## src/rtl/jtframe_sdadc_decim.sv

```systemverilog
// Third-order CIC decimator for a 1-bit sigma-delta input stream.
// Produces OUTW-bit PCM samples, each marked by a one-cycle strobe.
module jtframe_sdadc_decim #(
  parameter int   DECW       = 6,
  parameter int   OUTW       = 16,
  parameter logic SIGNED_OUT = 1'b1
) (
  input  logic            rst,
  input  logic            clk_dac,
  input  logic            cen,
  input  logic            en,
  input  logic            din,
  output logic [OUTW-1:0] pcm,
  output logic            pcm_stb,
  output logic            valid,
  output logic            clip
);

  localparam int W  = 3*DECW+2;
  localparam int SW = 3*DECW+1;
  localparam logic signed [W-1:0] SAT_MAX  = {2'b00, {(3*DECW){1'b1}}};
  localparam logic signed [W-1:0] SAT_MIN  = {2'b11, {(3*DECW){1'b0}}};
  localparam logic [OUTW-1:0]     PCM_RST  = {~SIGNED_OUT, {(OUTW-1){1'b0}}};
  localparam logic [DECW-1:0]     CNT_LAST = {DECW{1'b1}};

  logic                din_meta, din_sync;
  logic signed [W-1:0] x, int1, int2, int3, dly1, dly2, dly3;
  logic signed [W-1:0] comb1, comb2, comb3, sat;
  logic [DECW-1:0]     cnt;
  logic [1:0]          settle;
  logic                dec_ev, over, under;
  logic [OUTW-1:0]     pcm_next;

  // din is asynchronous; the synchroniser runs free of cen and en
  always_ff @(posedge clk_dac) begin
    din_meta <= din;
    din_sync <= din_meta;
  end

  always_comb begin
    x        = din_sync ? {{(W-1){1'b0}}, 1'b1} : {W{1'b1}};
    dec_ev   = cen && (cnt == CNT_LAST);
    comb1    = int3  - dly1;
    comb2    = comb1 - dly2;
    comb3    = comb2 - dly3;
    over     = comb3 > SAT_MAX;
    under    = comb3 < SAT_MIN;
    sat      = over ? SAT_MAX : (under ? SAT_MIN : comb3);
    // PCM_RST doubles as the MSB flip mask for offset-binary output
    pcm_next = sat[SW-1 -: OUTW] ^ PCM_RST;
  end

  always_ff @(posedge clk_dac or posedge rst) begin
    if (rst) begin
      int1    <= '0;
      int2    <= '0;
      int3    <= '0;
      dly1    <= '0;
      dly2    <= '0;
      dly3    <= '0;
      cnt     <= '0;
      settle  <= '0;
      pcm     <= PCM_RST;
      pcm_stb <= 1'b0;
      valid   <= 1'b0;
      clip    <= 1'b0;
    end else if (!en) begin
      int1    <= '0;
      int2    <= '0;
      int3    <= '0;
      dly1    <= '0;
      dly2    <= '0;
      dly3    <= '0;
      cnt     <= '0;
      settle  <= '0;
      pcm     <= PCM_RST;
      pcm_stb <= 1'b0;
      valid   <= 1'b0;
      clip    <= 1'b0;
    end else begin
      pcm_stb <= 1'b0;
      if (cen) begin
        int1 <= int1 + x;
        int2 <= int2 + int1;
        int3 <= int3 + int2;
        cnt  <= cnt + DECW'(1);
      end
      if (dec_ev) begin
        dly1 <= int3;
        dly2 <= comb1;
        dly3 <= comb2;
        // the comb memory holds start-up garbage for the first three events
        if (settle != 2'd3) begin
          settle <= settle + 2'd1;
        end else begin
          pcm     <= pcm_next;
          pcm_stb <= 1'b1;
          valid   <= 1'b1;
          if (over) clip <= 1'b1;
        end
      end
    end
  end

endmodule
```

## config.mk

```make
export PLATFORM = sky130hd
export DESIGN_NAME = jtframe_sdadc_decim
export DESIGN_NICKNAME = d
export VERILOG_FILES = /design/src/rtl/jtframe_sdadc_decim.sv
export SDC_FILE = /design/constraint.sdc
export NUM_CORES = 1
export LEC_CHECK = 0
export ABC_CLOCK_PERIOD_IN_PS = 7100
export BUFFER_PORTS_ARGS = -buffer_cell sky130_fd_sc_hd__buf_2
export CELL_PAD_IN_SITES_DETAIL_PLACEMENT = 0
export CELL_PAD_IN_SITES_GLOBAL_PLACEMENT = 2
export CORE_MARGIN = 8
export CORE_UTILIZATION = 40
export DETAILED_ROUTE_END_ITERATION = 6
export MAX_ROUTING_LAYER = met4
export PLACE_DENSITY_LB_ADDON = 0.1
export SLEW_MARGIN = 20
export SYNTH_ARGS = -nofsm -noshare
export SYNTH_HDL_FRONTEND = slang
export SYNTH_SLANG_ARGS = --single-unit
```

## constraint.sdc

```tcl
create_clock -name clk_dac -period 7.1 [get_ports clk_dac]
set_clock_uncertainty 0.1 [all_clocks]
set_input_delay 0.355 -clock clk_dac [delete_from_list [all_inputs] [get_ports clk_dac]]
set_output_delay 0.355 -clock clk_dac [all_outputs]
set_load 0.005 [all_outputs]
```

After elaboration in Yosys (flattened, before gate mapping). Index checks and enable logic that the tools add are counted.

Output and inout bits: 19. Logic and storage cells: 68. Input port bits: 5. Flip-flop bits (word level): 149.

Eq/ne operators: 7. $lt $le $gt $ge: 2. Reduce and logical (&&, ||, !) cells: 4. $add $sub $neg: 8. Mux-type cells: 33.

Operator list (number): 2-to-1 mux 20 bit (13); adder 20 bit (3); subtractor 20 bit (3); 2-to-1 mux 16 bit (3); 2-to-1 mux 19 bit (2); greater-than comparator 20 x 19 -> 1 bit (second input constant) (1); less-than comparator 20 x 19 -> 1 bit (second input constant) (1); 2-to-1 mux 6 bit (2); 2-to-1 mux 1 bit (10); adder 6 x 1 -> 6 bit (second input constant) (1); equality test 6 bit (second input constant) (1); 2-to-1 mux 2 bit (3); inequality test 2 x 1 -> 1 bit (second input constant) (3); inequality test 2 bit (second input constant) (3); AND reduction 2 bit (2); AND reduction 3 bit (1); adder 2 x 1 -> 2 bit (second input constant) (1); logical AND 1 bit (1).

Depth between registers and ports, before layout. Gate-level depths: netlist of the first run.

Depth after elaboration: 9. Mapped depth: 30. Gate-level depth less buffers: 29.

Least setup slack after synthesis of the first run. OpenSTA, ideal clock, no wires.

Path kind: flip-flop to flip-flop. Start point: register int3[0]. End point: register pcm[0]. Data arrival time: 5.558 ns. Path buffers: 1. Required time: 6.874 ns. Clock period less this slack: 5.784 ns. Stages on the path, launching flop included: 29. Setup time: 0.126 ns. Path slack: 1.316 ns. Path through: dfrtp_1 inv_1 ha_1 inv_1 fa_1 a21o_1 a21o_1 a211oi_1 o31ai_1 o22ai_1 o21bai_1 a21oi_1 xnor2_1 ha_1 inv_1 nor2_1 a221o_1 a211o_1 a21oi_1 xnor2_1 ha_1 or3_1 a2111oi_1 nor3_2 xor2_2 xnor2_2 a21oi_4 buf_6 a221o_1.

Longest elaborated chain between the ends: 9. Elaborated cells on any way between the ends: 10. Those cells by class: add/sub (3); order compare (2); mux (5).

Ends and longest elaborated chain: start: declaration (line 27) `logic signed [W-1:0] x, int1, int2, int3, dly1, dly2, dly3;`; start signal: assignment (line 85) `int3 <= int3 + int2;`; subtractor 20 bit * (line 43) `comb1 = int3 - dly1;`; subtractor 20 bit * (line 44) `comb2 = comb1 - dly2;`; subtractor 20 bit * (line 45) `comb3 = comb2 - dly3;`; less-than comparator 20 x 19 -> 1 bit (line 47) `under = comb3 < SAT_MIN;`; 2-to-1 mux 19 bit (line 48) `sat = over ? SAT_MAX : (under ? SAT_MIN : comb3);`; 2-to-1 mux 19 bit * (line 48); 2-to-1 mux 16 bit * (line 93) `if (settle != 2'd3) begin`; 2-to-1 mux 16 bit * (line 88) `if (dec_ev) begin`; 2-to-1 mux 16 bit * (line 67) `end else if (!en) begin`; end signal: assignment (line 96) `pcm <= pcm_next;`; end: declaration (line 13) `output logic [OUTW-1:0] pcm,`.

Every way passes the cells marked *; elsewhere a longest branch is shown, timed or not. The select of a mux whose other input is x is not followed. A chain may end at the register's enable or synchronous reset.

Final worst setup path of the first run.
Start point: register int3[0]. End point: register pcm[13].

Same word-level chain as after synthesis.

==> results.yml, run 1 <==
floorplanning:
  io_pins: 24
  num_rows: 61
  initial_core_util: 0.408
  die_w_um: 184
  die-area_um2: 34000
  core_um2: 27900
  fp.dieH_um: 184
logic_synthesis:
  seq_area_frac_synth: 0.327
  synth_area_um2: 11400
  synth_ff_type: "dfrtp_1"
  synth_seq_cells: 149
  synth_cells: 1250
  syn_avg_cell_area_um2: 9.08
  synthArstFlopShare: 0.987
  synth_warnings: 0
  syn_nets: 1376
  ys_types: 74
  synth_edf_count: 0
drt:
  drtAntennaViolNets: 0
  num_vias: 8574
  drtIter0Drc: 349
  wl_per_cell_um: 15.7
  vias_per_cell: 5.19
  drt_pre_antenna_iters: 4
  drc: 0
  drt-total-wl_um: 25900
sta:
  clock.fmax_mhz: 155
  setup_tns_ns: 0
  setup_viol: 0
  rsz0062_at_grt: "no"
  period_share: 0.907
  worst_pin_slew_ns: 0.764
  drv_slew: 0
  period_needed_ns: 6.44
  slew_headroom: 0.490
  finalHoldViolCount: 0
clocking:
  h-tree-depth: 4
  cts_tree: "built"
  cts_inserted_buffers: 17
  cts_setup_buffers: 0
  cts-root-buf: "clkbuf_16"
  worstSkewPairLatency_ns: 0.44
  clkTransAtPathRegs_ns: 0.07
  cts.sinks: 149
  clock_path_buffers: 2
worst_setup_path:
  end_kind: "flip-flop"
  ff2ff_path_depth: 28
  r2r_slack_ns: 0.66
  required_ns: 7.32
  regToRegStartpoint: "int3[0]$_DFFE_PP0P_"
  critPathKind: "flip-flop to flip-flop"
  cp-startpoint: "int3[0]$_DFFE_PP0P_"
  path_max_fanout: 15
  cp_slowest_cell: "dfrtp_1"
  cp_slowest_stage_delay_ns: 0.41
  arrival_ns: 6.66
  worstSetupStartpointType: "flip-flop"
  reg2reg_to: "pcm[13]$_DFFE_PP0P_"
layout:
  drive_gt1_frac: 0.0683
  final_cell_mix: "156 x nand2_1, 147 x dfrtp_1, 115 x ha_1"
  diodes: 0
  syn2layout_area_growth_pct: 10.1
  final_area_um2: 12500
  nets: 1387
  finalNonFillerCells: 1652
  final_common_cell: "nand2_1"
global_route:
  grt_pass1_vias: 8720
  antenna_found_initial: 0
  grt_usage: 0.164
  grt_pass1_wl_um: 44300
  grt_start_max_net_pins: 66
  overflow: 0
hold_path:
  worstHoldStart: "din_meta$_DFF_P_"
  hold_class: "flip-flop to flip-flop"
  hold-path-endpoint: "din_sync$_DFF_P_"
  worstHoldPathCells: 0
power_and_ir_drop:
  vdd_drop_max_mv: 0.284
  p_per_area_nw_per_um2: 400
  p_leak_nw: 5.93
placed_design:
  dp_hpwl_um: 18400
  place_congestion: 0.807
  place_area_um2: 11800
  place_inst: 1618
  numPortBuffers: 23
job:
  cap_violations: 0
status:
  status: "finished, final reports clean"
-- report_power, final --
| part | internal, mW | switching [mW] | total, mW |
|---|---|---|---|
| Clock | 0.594 | 0.399 | 0.993 |
| Combinational | 1.25 | 1.80 | 3.05 |
| Sequential | 0.895 | 0.0547 | 0.950 |
-- cell usage after synthesis (all sizes together), types with 3 or more instances --
cell type / n / area share
inv: 90 / 0.030
a21oi: 80 / 0.037
o21a: 14 / 0.0093
nand4: 9 / 0.0050
nand3b: 6 / 0.0040
dfrtp: 147 / 0.32
nor3: 16 / 0.0085
o21bai: 19 / 0.013
nor2: 54 / 0.018
ha: 115 / 0.13
a31o: 3 / 0.0023
clkbuf: 33 / 0.011
buf: 8 / 0.0044
a41oi: 3 / 0.0023
and3: 4 / 0.0022
o22ai: 11 / 0.0066
o21ai: 39 / 0.018
o31ai: 4 / 0.0026
or3: 6 / 0.0033
nand3: 8 / 0.0035
nor4: 4 / 0.0035
a2111oi: 5 / 0.0051
mux2i: 46 / 0.041
o2111ai: 3 / 0.0029
xor2: 35 / 0.028
a31oi: 10 / 0.0055
nor2b: 61 / 0.034
a21boi: 55 / 0.036
and2: 11 / 0.0061
xnor2: 66 / 0.052
nand2: 156 / 0.052
a22o: 3 / 0.0023
o211ai: 3 / 0.0020
a221o: 16 / 0.014
nand2b: 13 / 0.0072
a211oi: 6 / 0.0040
a21o: 45 / 0.030
o211a: 14 / 0.012
fa: 6 / 0.011
-- state kept, by name, summed over array words and instances (netlist names) --
name / cells
dly1: 20
dly2: 20
dly3: 20
int1: 20
int2: 20
int3: 20
pcm: 16
cnt: 6
settle: 2
clip: 1
din_meta: 1
din_sync: 1
pcm_stb: 1
valid: 1
-- final cells by class --
class                      count  area, um^2
fill                        2811       15400
multi-input combinational    970        7140
sequential                   149        3720
tap                          378         473
clock buffer                  18         429
inverter                      90         343
timing repair buffer          33         200
clock inverter                14         198
-- cells by family (layout without fill, tap and decap cells) --
group,after synthesis,in the layout,synth area share
buffers and inverters,131,155,0.0451
xor gates and xnor gates,101,101,0.0806
adders and majority gates,121,121,0.137
DFF,149,149,0.327
AOI/OAI and AO/OA,348,348,0.218
muxes,46,46,0.0406
and+or+nand+nor,354,354,0.151
-- how the worst max path moves through the flow --
stage,end,slack [ns],cells after the start
4_1_cts,pcm[13]$_DFFE_PP0P_,0.55,27
2_1_floorplan,pcm[0]$_DFFE_PP0P_,1.32,28
3_5_place_dp,pcm[13]$_DFFE_PP0P_,0.59,27
5_1_grt,pcm[5]$_DFFE_PP0P_,0.02,28
6_report,pcm[13]$_DFFE_PP0P_,0.66,28
3_3_place_gp,pcm[7]$_DFFE_PP0P_,0.65,27
-- metal layers --
| metal | vias up | track usage | routed length (um) |
|---|---|---|---|
| li1 | 4419 | - | - |
| met1 | 4091 | 0.200 | 12500 |
| met2 | 46 | 0.279 | 12700 |
| met3 | 18 | 0.0250 | 409 |
| met4 | 0 | 0.0429 | 256 |
| met5 | - | - | 0 |
-- critical path: cells and delay by family (launching register included) --
family                   cells  cell delay (ns)
AO/OA/AOI/OAI               13             3.03
XOR/XNOR                     4             0.75
AND/OR/NAND/NOR              4             0.72
buffers and inverters        3             0.18
flip-flops                   1             0.41
adder cells (fa/ha/maj)      4             1.15
-- timing repair --
action	CTS	global route
hold buffers	2	0
setup endpoints to repair	0	4
hold endpoints to repair	50	0
gates resized for setup	0	1
-- through the flow --
step | hold WS, ns | setup WS, ns | power [mW] | util
detailed placement | 0.220 | 0.593 | 4.03 | 0.425
global route | 0.235 | 0.0243 | 5.40 | 0.449
global placement | 0.211 | 0.653 | 4.04 | 0.425
finish | 0.229 | 0.662 | 5.00 | 0.449
CTS | 0.232 | 0.550 | 5.05 | 0.448
floorplan | 0.210 | 1.32 | 3.36 | -
(Power assumes the default switching activity.)
==> run 2: changes to the inputs <==
--- a/config.mk
+++ b/config.mk
@@ -13,7 +13,7 @@
 export CORE_UTILIZATION = 40
 export DETAILED_ROUTE_END_ITERATION = 6
 export MAX_ROUTING_LAYER = met4
-export PLACE_DENSITY_LB_ADDON = 0.1
+export PLACE_DENSITY = 0.9
 export SLEW_MARGIN = 20
 export SYNTH_ARGS = -nofsm -noshare
 export SYNTH_HDL_FRONTEND = slang
==> run 2 against run 1 <==
Critical endpoint is now pcm[14]$_DFFE_PP0P_. Flip-flop and latch count did not move. Maximum frequency fell by 0.13%. Setup slack got worse by 0.0081 ns. Via count down 1.1%. Die area unchanged. First-iteration DRC count is 16% lower. Wire length down 10%. The flow now finishes with violations (hold timing).
==> results.yml, run 2 (same netlist as run 1, synthesis figures left out) <==
status:
  status: "complete, but fails checks"
  violations: "hold timing"
drt:
  met1_length_um: 11200
  drt-total-wl_um: 23200
  wl_per_cell_um: 14.1
  num_vias: 8479
  vias_per_cell: 5.14
  drtIter0Drc: 292
  wl_met3_um: 445
  drt_pre_antenna_iters: 4
  dr_wl_met2_um: 11200
  drc: 0
  top_layer: "met4"
  drtAntennaViolNets: 0
floorplanning:
  die-area_um2: 34000
  core_um2: 27900
  num_rows: 61
  initial_core_util: 0.408
  die_w_um: 184
  io_pins: 24
  fp.dieH_um: 184
layout:
  drive_gt1_frac: 0.0661
  final_cell_mix: "156 x nand2_1, 147 x dfrtp_1, 115 x ha_1"
  diodes: 0
  n_fill_cell: 2702
  finalNonFillerCells: 1649
  nets: 1384
  final_common_cell: "nand2_1"
  syn2layout_area_growth_pct: 9.45
power_and_ir_drop:
  clkPwrFrac: 0.187
  power.share.sequential: 0.196
  p_comb_frac: 0.617
  p_per_area_nw_per_um2: 388
  power.total_mw: 4.82
  swShare: 0.453
  internal_power_mw: 2.64
  p_leak_nw: 5.88
  vdd_drop_max_mv: 0.239
  p_sw_mw: 2.18
sta:
  whs_ns: -0.0476
  rsz0062_at_grt: "no"
  worst_pin_slew_ns: 0.879
  finalHoldViolCount: 29
  setup_tns_ns: 0
  slew_headroom: 0.414
  period_share: 0.908
  drv_slew: 0
  setup_viol: 0
  period_needed_ns: 6.45
  clock.fmax_mhz: 155
global_route:
  grt_start_max_net_pins: 89
  overflow: 0
  grt_usage: 0.148
  grt_pass1_wl_um: 40600
  grt_pass1_vias: 8624
  antenna_found_initial: 0
worst_setup_path:
  cp_common_cell: "ha_1"
  cp_slowest_stage_delay_ns: 0.61
  crit_buf_inv: 2
  critPathKind: "flip-flop to flip-flop"
  required_ns: 7.31
  path_max_fanout: 15
  arrival_ns: 6.66
  cp_top_family: "compound AO/OA/AOI/OAI gates"
  worstSetupStartpointType: "flip-flop"
  cp_slowest_cell: "nor4_1"
  end_kind: "flip-flop"
placed_design:
  place_inst: 1616
  place_congestion: 0.797
  dp_hpwl_um: 16600
  numPortBuffers: 23
clocking:
  cts_resized: 0
  cts.sinks: 149
  cts-root-buf: "clkbuf_16"
  cts_inserted_buffers: 17
  h-tree-depth: 4
  cts_tree: "built"
  worstSkewPairLatency_ns: 0.43
  clkTransAtPathRegs_ns: 0.07
  clock_path_buffers: 2
job:
  cap_violations: 0
hold_path:
  hold_class: "primary input to async pin"
## run 2: cell count changes in the layout (fill, tap and decap cells not counted)
cell and delta:
clkbuf_8 +1, buf_4 -2, clkinv_2 -3, clkinv_4 +1
nor4_1 +1, clkinvlp_4 +3, clkinv_8 +1, bufinv_16 -3
nor4_2 -1, dlygate4sd3_1 -1
## run 2: cell type report
cell class / count / area, um^2 / share of cell area
Sequential cell: 149 / 3720 / 0.299
Inverter: 90 / 343 / 0.0276
Multi-Input combinational cell: 970 / 7140 / 0.574
Clock buffer: 19 / 443 / 0.0356
Timing Repair Buffer: 30 / 175 / 0.0141
Clock inverter: 13 / 140 / 0.0113
Tap cell: 378 / 473 / 0.0381
## run 2: final timing paths
check	from	end	slack, ns	cells past startpoint
setup / recovery	int3[0]$_DFFE_PP0P_	pcm[14]$_DFFE_PP0P_	0.65	27
hold / removal	rst	settle[1]$_DFFE_PP0P_	-0.05	2
setup reg to reg	int3[0]$_DFFE_PP0P_	pcm[14]$_DFFE_PP0P_	0.65	27
hold reg to reg	din_meta$_DFF_P_	din_sync$_DFF_P_	0.23	0
max in group asynchronous	rst	dly2[9]$_DFFE_PP0P_	5.51	3
min in group clk_dac	en	dly3[1]$_DFFE_PP0P_	0.20	2
## run 2: metrics by stage
| step | utilization | area (um^2) | setup WS [ns] |
|---|---|---|---|
| after floorplan | - | 11400 | 1.32 |
| after global placement | 0.425 | 11800 | 0.845 |
| final | 0.446 | 12400 | 0.653 |
| after global routing | 0.446 | 12400 | 0.128 |
| after CTS | 0.446 | 12400 | 0.659 |
| after detailed placement | 0.425 | 11800 | 0.669 |
## run 2: routing by layer
| metal | up-vias | global-route usage |
|---|---|---|
| li1 | 4410 | - |
| met1 | 3995 | 0.179 |
| met2 | 53 | 0.251 |
| met3 | 21 | 0.0224 |
| met4 | 0 | 0.0419 |
| met5 | - | - |
## run 2: timing repair
| item | 4_1_cts | 5_1_grt |
|---|---|---|
| hold buffers | 1 | 0 |
| buffers inserted | 0 | 0 |
| hold endpoints to repair | 1 | 0 |
## run 2: power groups by stage
stage	Sequential, mW	Clock, mW	Combinational [mW]
after floorplan	0.945	0	2.41
final	0.946	0.900	2.98
after detailed placement	0.963	0	2.99
after global placement	0.961	0	3.00
after CTS	0.947	0.928	3.00
after global routing	0.955	0.957	3.29
